==> config.mk <==
export PLATFORM = sky130hd
export DESIGN_NAME = conv_3_3_window_gen_flat
export DESIGN_NICKNAME = d
export VERILOG_FILES = /design/src/rtl/conv_3_3_window_gen_if.sv /design/src/rtl/conv_3_3_window_gen.sv /design/src/flat_wrapper.sv
export SDC_FILE = /design/constraint.sdc
export NUM_CORES = 1
export LEC_CHECK = 0
export CAP_MARGIN = 5
export CORE_MARGIN = 2
export CORE_UTILIZATION = 30
export CTS_CLUSTER_DIAMETER = 40
export DETAILED_ROUTE_END_ITERATION = 16
export PLACE_DENSITY = 0.59
export SLEW_MARGIN = 40
export SYNTH_ARGS = -nofsm -noshare
export SYNTH_HDL_FRONTEND = slang
export SYNTH_SLANG_ARGS = --single-unit
==> constraint.sdc <==
create_clock -name clk -period 3.2 [get_ports clk]
set_clock_uncertainty 0.1 [all_clocks]
set_input_delay 0.96 -clock clk [delete_from_list [all_inputs] [get_ports clk]]
set_output_delay 0.96 -clock clk [all_outputs]
set_load 0.02 [all_outputs]
==> src/rtl/conv_3_3_window_gen_if.sv <==
`default_nettype none
// ============================================================================
// Module   : conv_3_3_window_gen_if
// Brief    : Pixel-triple input and 3x3 window output bundle for the window former.
// Revision : 1.0
// ============================================================================
interface conv_3_3_window_gen_if #(
    parameter int DATA_W = 16
);
    logic                  in_valid;
    logic [DATA_W-1:0]     row0_data;
    logic [DATA_W-1:0]     row1_data;
    logic [DATA_W-1:0]     row2_data;
    logic                  win_valid;
    logic [9*DATA_W-1:0]   win_data;
    logic                  frame_done;

    modport master (
        output in_valid, row0_data, row1_data, row2_data,
        input  win_valid, win_data, frame_done
    );

    modport slave (
        input  in_valid, row0_data, row1_data, row2_data,
        output win_valid, win_data, frame_done
    );
endinterface
`default_nettype wire

==> src/rtl/conv_3_3_window_gen.sv <==
`default_nettype none
// ============================================================================
// Module   : conv_3_3_window_gen
// Brief    : Forms a registered 3x3 window per accepted pixel and flags in-image windows.
// Revision : 1.0
// ============================================================================
module conv_3_3_window_gen #(
    parameter int IMG_W  = 64,
    parameter int IMG_H  = 64,
    parameter int DATA_W = 16
) (
    input  logic                   clk,
    input  logic                   rst_n,
    input  logic                   flush,
    conv_3_3_window_gen_if.slave   bus
);
    localparam int c_col_w = (IMG_W > 1) ? $clog2(IMG_W) : 1;
    localparam int c_row_w = (IMG_H > 1) ? $clog2(IMG_H) : 1;
    localparam logic [c_col_w-1:0] c_col_last = c_col_w'(IMG_W - 1);
    localparam logic [c_row_w-1:0] c_row_last = c_row_w'(IMG_H - 1);
    localparam logic [c_col_w-1:0] c_col_two  = c_col_w'(2);
    localparam logic [c_row_w-1:0] c_row_two  = c_row_w'(2);

    // Element 2 is the newest column; shifting moves samples toward element 0.
    logic [2:0][DATA_W-1:0] sr0_q, sr0_d;
    logic [2:0][DATA_W-1:0] sr1_q, sr1_d;
    logic [2:0][DATA_W-1:0] sr2_q, sr2_d;
    logic [c_col_w-1:0]     col_q, col_d;
    logic [c_row_w-1:0]     row_q, row_d;
    logic [9*DATA_W-1:0]    win_data_q, win_data_d;
    logic                   win_valid_q, win_valid_d;
    logic                   frame_done_q, frame_done_d;

    always_comb begin
        sr0_d        = sr0_q;
        sr1_d        = sr1_q;
        sr2_d        = sr2_q;
        col_d        = col_q;
        row_d        = row_q;
        win_data_d   = win_data_q;
        win_valid_d  = 1'b0;
        frame_done_d = 1'b0;
        if (flush) begin
            sr0_d      = '0;
            sr1_d      = '0;
            sr2_d      = '0;
            col_d      = '0;
            row_d      = '0;
            win_data_d = '0;
        end else if (bus.in_valid) begin
            sr2_d      = {bus.row2_data, sr2_q[2:1]};
            sr1_d      = {bus.row1_data, sr1_q[2:1]};
            sr0_d      = {bus.row0_data, sr0_q[2:1]};
            // Oldest line occupies the low-order elements k=0..2.
            win_data_d = {sr0_d, sr1_d, sr2_d};
            // Columns 0/1 hold stale samples from the previous line, so they never qualify.
            win_valid_d = (col_q >= c_col_two) && (row_q >= c_row_two);
            if (col_q == c_col_last) begin
                col_d        = '0;
                row_d        = (row_q == c_row_last) ? '0 : row_q + c_row_w'(1);
                frame_done_d = (row_q == c_row_last);
            end else begin
                col_d = col_q + c_col_w'(1);
            end
        end
    end

    always_ff @(posedge clk or negedge rst_n) begin
        if (!rst_n) begin
            sr0_q        <= '0;
            sr1_q        <= '0;
            sr2_q        <= '0;
            col_q        <= '0;
            row_q        <= '0;
            win_data_q   <= '0;
            win_valid_q  <= 1'b0;
            frame_done_q <= 1'b0;
        end else begin
            sr0_q        <= sr0_d;
            sr1_q        <= sr1_d;
            sr2_q        <= sr2_d;
            col_q        <= col_d;
            row_q        <= row_d;
            win_data_q   <= win_data_d;
            win_valid_q  <= win_valid_d;
            frame_done_q <= frame_done_d;
        end
    end

    assign bus.win_data   = win_data_q;
    assign bus.win_valid  = win_valid_q;
    assign bus.frame_done = frame_done_q;
endmodule
`default_nettype wire

==> src/flat_wrapper.sv <==
// flat-port wrapper written by rule: the top's interface ports become plain ports
module conv_3_3_window_gen_flat 
#(
    parameter int IMG_W  = 64,
    parameter int IMG_H  = 64,
    parameter int DATA_W = 16
)
  (clk, rst_n, flush, bus_in_valid, bus_row0_data, bus_row1_data, bus_row2_data, bus_win_valid, bus_win_data, bus_frame_done);
  conv_3_3_window_gen_if #(.DATA_W(DATA_W)) bus_i ();
  input  logic clk;
  input  logic rst_n;
  input  logic flush;
  input wire logic [$bits(bus_i.in_valid)-1:0] bus_in_valid;
  input wire logic [$bits(bus_i.row0_data)-1:0] bus_row0_data;
  input wire logic [$bits(bus_i.row1_data)-1:0] bus_row1_data;
  input wire logic [$bits(bus_i.row2_data)-1:0] bus_row2_data;
  output wire logic [$bits(bus_i.win_valid)-1:0] bus_win_valid;
  output wire logic [$bits(bus_i.win_data)-1:0] bus_win_data;
  output wire logic [$bits(bus_i.frame_done)-1:0] bus_frame_done;
  assign bus_i.in_valid = bus_in_valid;
  assign bus_i.row0_data = bus_row0_data;
  assign bus_i.row1_data = bus_row1_data;
  assign bus_i.row2_data = bus_row2_data;
  assign bus_win_valid = bus_i.win_valid;
  assign bus_win_data = bus_i.win_data;
  assign bus_frame_done = bus_i.frame_done;
  conv_3_3_window_gen #(.IMG_W(IMG_W), .IMG_H(IMG_H), .DATA_W(DATA_W)) u_core (.clk(clk), .rst_n(rst_n), .flush(flush), .bus(bus_i));
endmodule
==> results of run 1 <==
## cell families after synthesis
family          count (synthesis)
mux                           144
xor+xnor                        5
compound gates                 12
flops                         158
fa+ha+maj                       4
buf+inv                        40
simple gates                  183
## final cells by class
type | count | area (sq um) | area share [%]
repair buffers | 210 | 2085 | 22.14
inverters | 4 | 15.01 | 0.1595
multi-input cells | 348 | 2364 | 25.10
clock inverters | 13 | 211.5 | 2.246
flip-flops and latches | 158 | 3954 | 41.99
well taps | 275 | 344.1 | 3.654
clock buffers | 19 | 442.9 | 4.704
## state kept, by name (all words and copies together), names as in the netlist
name / flops
u_core.sr1_q: 15
u_core.sr0_q: 31
u_core.col_q: 6
u_core.row_q: 6
u_core.bus.win_valid: 1
u_core.bus.win_data: 98
u_core.bus.frame_done: 1
## worst max path at each step
stage | start | to | slack, ns | cells after the start
after floorplan | bus_in_valid | u_core.row_q[3] | 1.18 | 6
after global placement | bus_in_valid | u_core.bus.win_data[102] | 0.72 | 4
after detailed placement | bus_in_valid | u_core.sr0_q[24] | 0.68 | 4
after CTS | u_core.bus.win_data[64] | bus_win_data[64] | 0.58 | 1
after global routing | u_core.bus.win_data[64] | bus_win_data[64] | 0.56 | 1
final | u_core.bus.win_data[64] | bus_win_data[64] | 0.61 | 1
## power breakdown
group	internal (W)	leakage, nW	switching [W]
Sequential	0.00206	2.16	0.0000579
Combinational	0.000258	2.00	0.000284
Clock	0.00141	0.318	0.000828
## layer usage
layer	routed length, um	part of all wire (%)	vias to the layer above	GRT usage, %
met4	210	1.3	0	5.047
met1	6816	42	2391	18.03
met2	8110	50	130	23.55
li1	-	-	2210	-
met5	0	0	-	0
met3	948	5.9	15	4.608
## stage by stage
step,instances,power [W]
5_1_grt,1027,0.005118
4_1_cts,1027,0.004984
6_report,1027,0.004904
3_3_place_gp,995,0.002700
2_1_floorplan,546,0.002416
3_5_place_dp,995,0.002709
## cells in the mapped netlist, drive strengths merged
master	number	area share (%)
or4	2	0.23
a32oi	1	0.13
and3	3	0.29
clkbuf	17	0.98
nor4	1	0.096
mux2i	144	22
xnor2	1	0.13
or2	1	0.096
nand3	8	0.62
a211oi	2	0.23
o21ai	3	0.23
and4	1	0.13
inv	4	0.23
nand3b	2	0.23
nor3	3	0.23
ha	4	0.77
a21oi	4	0.31
buf	19	1.7
xor2	4	0.54
nor2	153	8.8
nand2	4	0.23
nand4	3	0.29
dfrtp	158	61
and2	2	0.27
a31oi	2	0.29
==> impl_summary.txt, run 1 <==
----------------------------------------------------
[Yosys]
  Number of warning messages in the yosys log ... 0
  Count of mapped cells out of synthesis ... 546
  Dominant combinational cell family by area after synthesis ... multiplexers
  Post-synthesis cell area ... 0.006506 sq mm
  Fraction of the mapped netlist area in compound gates ... under 10%
  Simple-gate share of the synthesized area ... 11.54%
  Count of unique library cells instantiated by Yosys ... 28
  Synth Area in Adders ... 0.7692%
  Share of the synthesized netlist area taken by xor and xnor gates ... 0.6731%
  Share of the yosys chip area belonging to registers ... 60.77%
  Synthesized Nets ... 602
  Mux share of post-synthesis cell area ... 22.15%
  Avg Cell Area, Syn ... between 10 and 15 sq um
  Post-synthesis sequential element count ... 158

[Placement]
  Quantity of I/O buffers inserted on ports ... 197
  Placer congestion estimate ... around 0.78
  Post-detailed-placement half-perimeter wirelength ... between 10 and 15 mm
  Place WS ... 0.6817 ns
  Dpl cell area ... 0.008761 sq mm

[Routing]
  Detail Route Antenna Nets ... 0
  Via/cell ratio ... 4.621
  DRC Markers ... 0
  Pre-antenna DRT Iters ... 4
  Routed len/inst ... around 16 um
  Overall via count from detail_route ... about 4,700
  Total Wirelength ... roughly 16 mm
  Number of DRC markers after the initial detailed-route iteration ... 181

[Setup path]
  Delay of the slowest cell on the worst path ... ~0.66 ns
  Element type at the critical path end ... primary output
  CP bufs+invs ... 1
  Reg2reg start ... u_core.row_q[0]
  Crit path launch type ... register
  Dominant delay contributor by cell family on the critical path ... buffers and inverters
  Critical path, cell by cell ... clkdlybuf4s50_1
  End of the worst register-to-register path ... u_core.bus.win_valid
  Worst reg2reg setup slack ... 1.46 ns
  Required @ worst endpoint ... 2.14 ns
  CP Class ... register to primary output
  Data arrival time of the worst path ... around 1.5 ns
  Largest fanout on the critical path ... 3
  Worst reg2reg path depth ... 5
  Slowest cell on the critical path ... clkdlybuf4s50_1

[Clock network]
  Clock root buffer master ... clkbuf_16
  Hold-fix buffers at CTS ... 0
  Later-pin clock latency in the skew report ... 0.41 ns
  Post-CTS repair timing setup buffer count ... 0
  CTS tree ... built
  CTS clk-pin slew, worst paths ... 0.06 ns
  Maximum clock insertion buffer count ... 2
  Total clock sinks ... between 150 and 200
  H-tree level count ... 4
  PostCTS Resize Cnt ... 0
  Total CTS buffers ... 17

[Timing]
  Final-report max-slew violation count ... 0
  Post-route clock period utilization ... 80.84%
  Worst hold-check slack ... 0.4189 ns
  Pin slew with the least headroom to its limit ... 0.6183 ns
  Setup repair after global routing missed its margin ... no
  Final-layout setup total negative slack ... 0 ns
  Clock period minus final worst setup slack ... 2.587 ns
  Final Hold Violating Endpoints ... 0
  Setup-failing EPs final ... 0
  Highest clock rate ... 386.6 MHz
  Worst slew margin ... between 50% and 60%
  Final setup slack of the worst path ... 0.6132 ns

[Layout]
  Commonest cells after routing, fill and taps aside ... clkdlybuf4s50_1 (194), dfrtp_1 (158), nor2_1 (153)
  Final core utilization ... 44.51%
  Number of inserted filler cells in the final layout ... 1,959
  Share of cells above drive strength 1 ... 6.649%
  Area Growth Syn to Fin ... 44.71%
  Total non-filler cell area in the finished layout ... 0.009415 sq mm
  # diodes ... 0
  Commonest non-fill, non-tap cell in the layout ... clkdlybuf4s50_1
  Final #Nets ... 795

[Pwr]
  Reported leakage power ... 4.477 nW
  Peak ir drop on the vdd network ... 326.0 uV
  Power Dens Cells ... 520.9 mW/mm^2

[Status]
  Outcome ... finished, final reports clean

[Global routing]
  Aggregate global-route resource usage ... 14.43%
  Maximum number of pins on one net before global-route repair ... 66
  Overflow left after global routing ... 0
  First-pass GRT wire length ... 25.63 mm
  Vias in the first global route ... 4,907
  Initial antenna violation count ... 0

[Run]
  Max-cap violations ... 0

[Min path]
  Class of the tightest hold or removal check ... input pin to async pin

[Die]
  DIE WIDTH ... around 150 um
  Number of core rows ... 53
  Starting Density ... between 30% and 40%
  Die area ... 0.02288 sq mm
  Core area ... 0.02115 sq mm
  Vertical die dimension ... 151.3 um
  Top-Level Pins ... approximately 200

----------------------------------------------------
(Power assumes the default switching activity.)
==> run 2: changes to the inputs <==
==> constraint.sdc (replaced) <==
create_clock -name clk -period 2.4 [get_ports clk]
set_clock_uncertainty 0.1 [all_clocks]
set_input_delay 0.72 -clock clk [delete_from_list [all_inputs] [get_ports clk]]
set_output_delay 0.72 -clock clk [all_outputs]
set_load 0.02 [all_outputs]
==> run 2 against run 1 <==
Net effect: sequential power is 33% higher; clock power grew 24%; design area shrank 0.23%; total power rose by 29%; wire length is 1.4% higher; cell count decreased by 0.49%; via count is 2.6% lower; sequential share of layout area increased by 0.095 points; first-iteration DRC count rose by 17%; critical path type unchanged; critical endpoint is now bus_win_data[65]; highest routed layer unchanged.
==> impl_summary.txt, run 2 (synthesis results as in run 1) <==
----------------------------------------------------
[Clock network]
  Later-pin clock latency in the skew report ... 0.42 ns (about the same)
  CTS clk-pin slew, worst paths ... 0.06 ns (about the same)
  Post-CTS repair timing setup buffer count ... 0 (unchanged)
  Maximum clock insertion buffer count ... 2 (unchanged)
  Total CTS buffers ... 17 (unchanged)
  Total clock sinks ... 158 (unchanged)
  H-tree level count ... 4 (unchanged)
  CTS tree ... built
  PostCTS Resize Cnt ... 0 (unchanged)
  Clock root buffer master ... clkbuf_16
  Hold-fix buffers at CTS ... 0 (unchanged)

[Layout]
  Footprint of the flip-flops and latches ... 0.003954 sq mm (unchanged)
  Max FFs per register ... 98 (unchanged)
  Share of cells above drive strength 1 ... 5.890% (-0.76 points)
  Final core utilization ... 44.41% (-0.10 points)
  Area Growth Syn to Fin ... 44.38%
  Commonest non-fill, non-tap cell in the layout ... clkdlybuf4s50_1
  Final #Nets ... 790 (-0.63%)
  Area of the multi-input gates ... 0.002364 sq mm (unchanged)
  Number of inserted filler cells in the final layout ... 1,936 (-1.2%)
  # diodes ... 0 (unchanged)
  Commonest cells after routing, fill and taps aside ... clkdlybuf4s50_1 (194), dfrtp_1 (158), nor2_1 (153)

[Global routing]
  First-pass GRT wire length ... 25.65 mm (about the same)
  Initial antenna violation count ... 0 (unchanged)
  Overflow left after global routing ... 0 (unchanged)
  Aggregate global-route resource usage ... 14.59% (+0.16 points)
  Vias in the first global route ... 4,777 (-2.6%)
  Maximum number of pins on one net before global-route repair ... 100 (+52%)

[Setup path]
  Largest fanout on the critical path ... 3 (unchanged)
  Dominant delay contributor by cell family on the critical path ... buffers and inverters
  CP Class ... register to primary output
  Element type at the critical path end ... primary output
  Delay of the slowest cell on the worst path ... 0.67 ns (about the same)
  Data arrival time of the worst path ... 1.48 ns (-0.05 ns)
  Crit path launch type ... register
  Startpoint of the worst setup timing path ... u_core.bus.win_data[65]
  Slowest cell on the critical path ... clkdlybuf4s50_1
  CP bufs+invs ... 1 (unchanged)
  Reg2reg start ... u_core.row_q[0]
  Critical path, cell by cell ... clkdlybuf4s50_1
  Required @ worst endpoint ... 1.58 ns (-0.56 ns)

[Timing]
  Final setup slack of the worst path ... 0.1013 ns (-0.5119 ns)
  Worst slew margin ... 69.53% (+11 points)
  Final Hold Violating Endpoints ... 0 (unchanged)
  Final-layout setup total negative slack ... 0 ns (unchanged)
  Setup-failing EPs final ... 0 (unchanged)
  Pin slew with the least headroom to its limit ... 0.4571 ns (-0.1611 ns)
  Setup repair after global routing missed its margin ... no
  Clock period minus final worst setup slack ... ~2.3 ns
  Final-report max-slew violation count ... 0 (unchanged)
  Post-route clock period utilization ... 95.78%
  Highest clock rate ... 435.0 MHz

[Placement]
  Quantity of I/O buffers inserted on ports ... 197 (unchanged)
  Placer congestion estimate ... 0.7387 (-5.3%)
  Post-detailed-placement half-perimeter wirelength ... 11.09 mm (-0.80%)
  Place WS ... 0.4370 ns (-0.2447 ns)

[Die]
  Vertical die dimension ... 151.3 um (unchanged)
  DIE WIDTH ... 151.3 um (unchanged)
  Core area ... 0.02115 sq mm (unchanged)
  Die area ... 0.02288 sq mm (unchanged)
  Top-Level Pins ... 198 (unchanged)
  Starting Density ... 30.76% (unchanged)
  Number of core rows ... 53 (unchanged)

[Routing]
  Total Wirelength ... 16.31 mm (+1.4%)
  Overall via count from detail_route ... 4,623 (-2.6%)
  Via/cell ratio ... 4.523 (-2.1%)
  Detail Route Antenna Nets ... 0 (unchanged)
  DRC Markers ... 0 (unchanged)
  Pre-antenna DRT Iters ... 4 (unchanged)
  Number of DRC markers after the initial detailed-route iteration ... 211 (+17%)
  Routed len/inst ... 15.96 um (+1.9%)

[Pwr]
  Peak ir drop on the vdd network ... 448.8 uV (+38%)
  Reported leakage power ... 4.446 nW (-0.70%)
  Power Dens Cells ... 674.0 mW/mm^2 (+29%)

[Run]
  Max-cap violations ... 0 (unchanged)

[Min path]
  Class of the tightest hold or removal check ... input pin to async pin

[Status]
  Outcome ... finished, final reports clean

----------------------------------------------------
==> run 2: cell count changes in the layout (fill, tap and decap cells not counted), sizes merged <==
cell      delta
buf          -5
bufinv       -2
clkbuf       +1
clkinv       -1
clkinvlp     +2
==> run 2: cell type report <==
cell class | count | share of cell area (%)
well taps | 275 | 3.663
multi-input cells | 348 | 25.16
clock buffers | 20 | 4.755
flip-flops and latches | 158 | 42.09
clock inverters | 12 | 1.718
repair buffers | 205 | 22.46
inverters | 4 | 0.1598
==> run 2: routing by layer <==
layer | global-route usage (%) | up-vias | wire (um)
li1 | - | 2207 | -
met1 | 17.10 | 2281 | 6735
met2 | 24.75 | 119 | 8221
met3 | 5.241 | 16 | 1106
met4 | 5.000 | 0 | 244
met5 | 0 | - | 0
==> run 2: worst paths after layout <==
path,to,slack [ns],cells past startpoint
setup / recovery,bus_win_data[65],0.10,1
hold / removal,u_core.bus.win_data[37],0.13,1
setup reg to reg,u_core.bus.win_valid,0.60,5
hold reg to reg,u_core.bus.win_data[6],0.41,2
max in group asynchronous,u_core.bus.win_data[62],1.38,2
min in group clk,u_core.bus.win_data[6],0.41,2
==> run 2: metrics by stage <==
| step | area [sq um] | hold WS, ns | std cells | total power, W |
|---|---|---|---|---|
| final | 9394 | 0.1299 | 1022 | 0.006332 |
| after detailed placement | 8786 | 0.4072 | 990 | 0.003619 |
| after CTS | 9394 | 0.1315 | 1022 | 0.006431 |
| after global routing | 9394 | 0.1391 | 1022 | 0.006626 |
| after floorplan | 6506 | 0.3244 | 546 | 0.003222 |
| after global placement | 8786 | 0.4028 | 990 | 0.003605 |
==> run 2: power breakdown <==
| part | internal [W] | total, W | switching [W] |
|---|---|---|---|
| logic | 0.000349 | 0.000730 | 0.000381 |
| registers | 0.00275 | 0.00283 | 0.0000750 |
| clock network | 0.00167 | 0.00278 | 0.00110 |
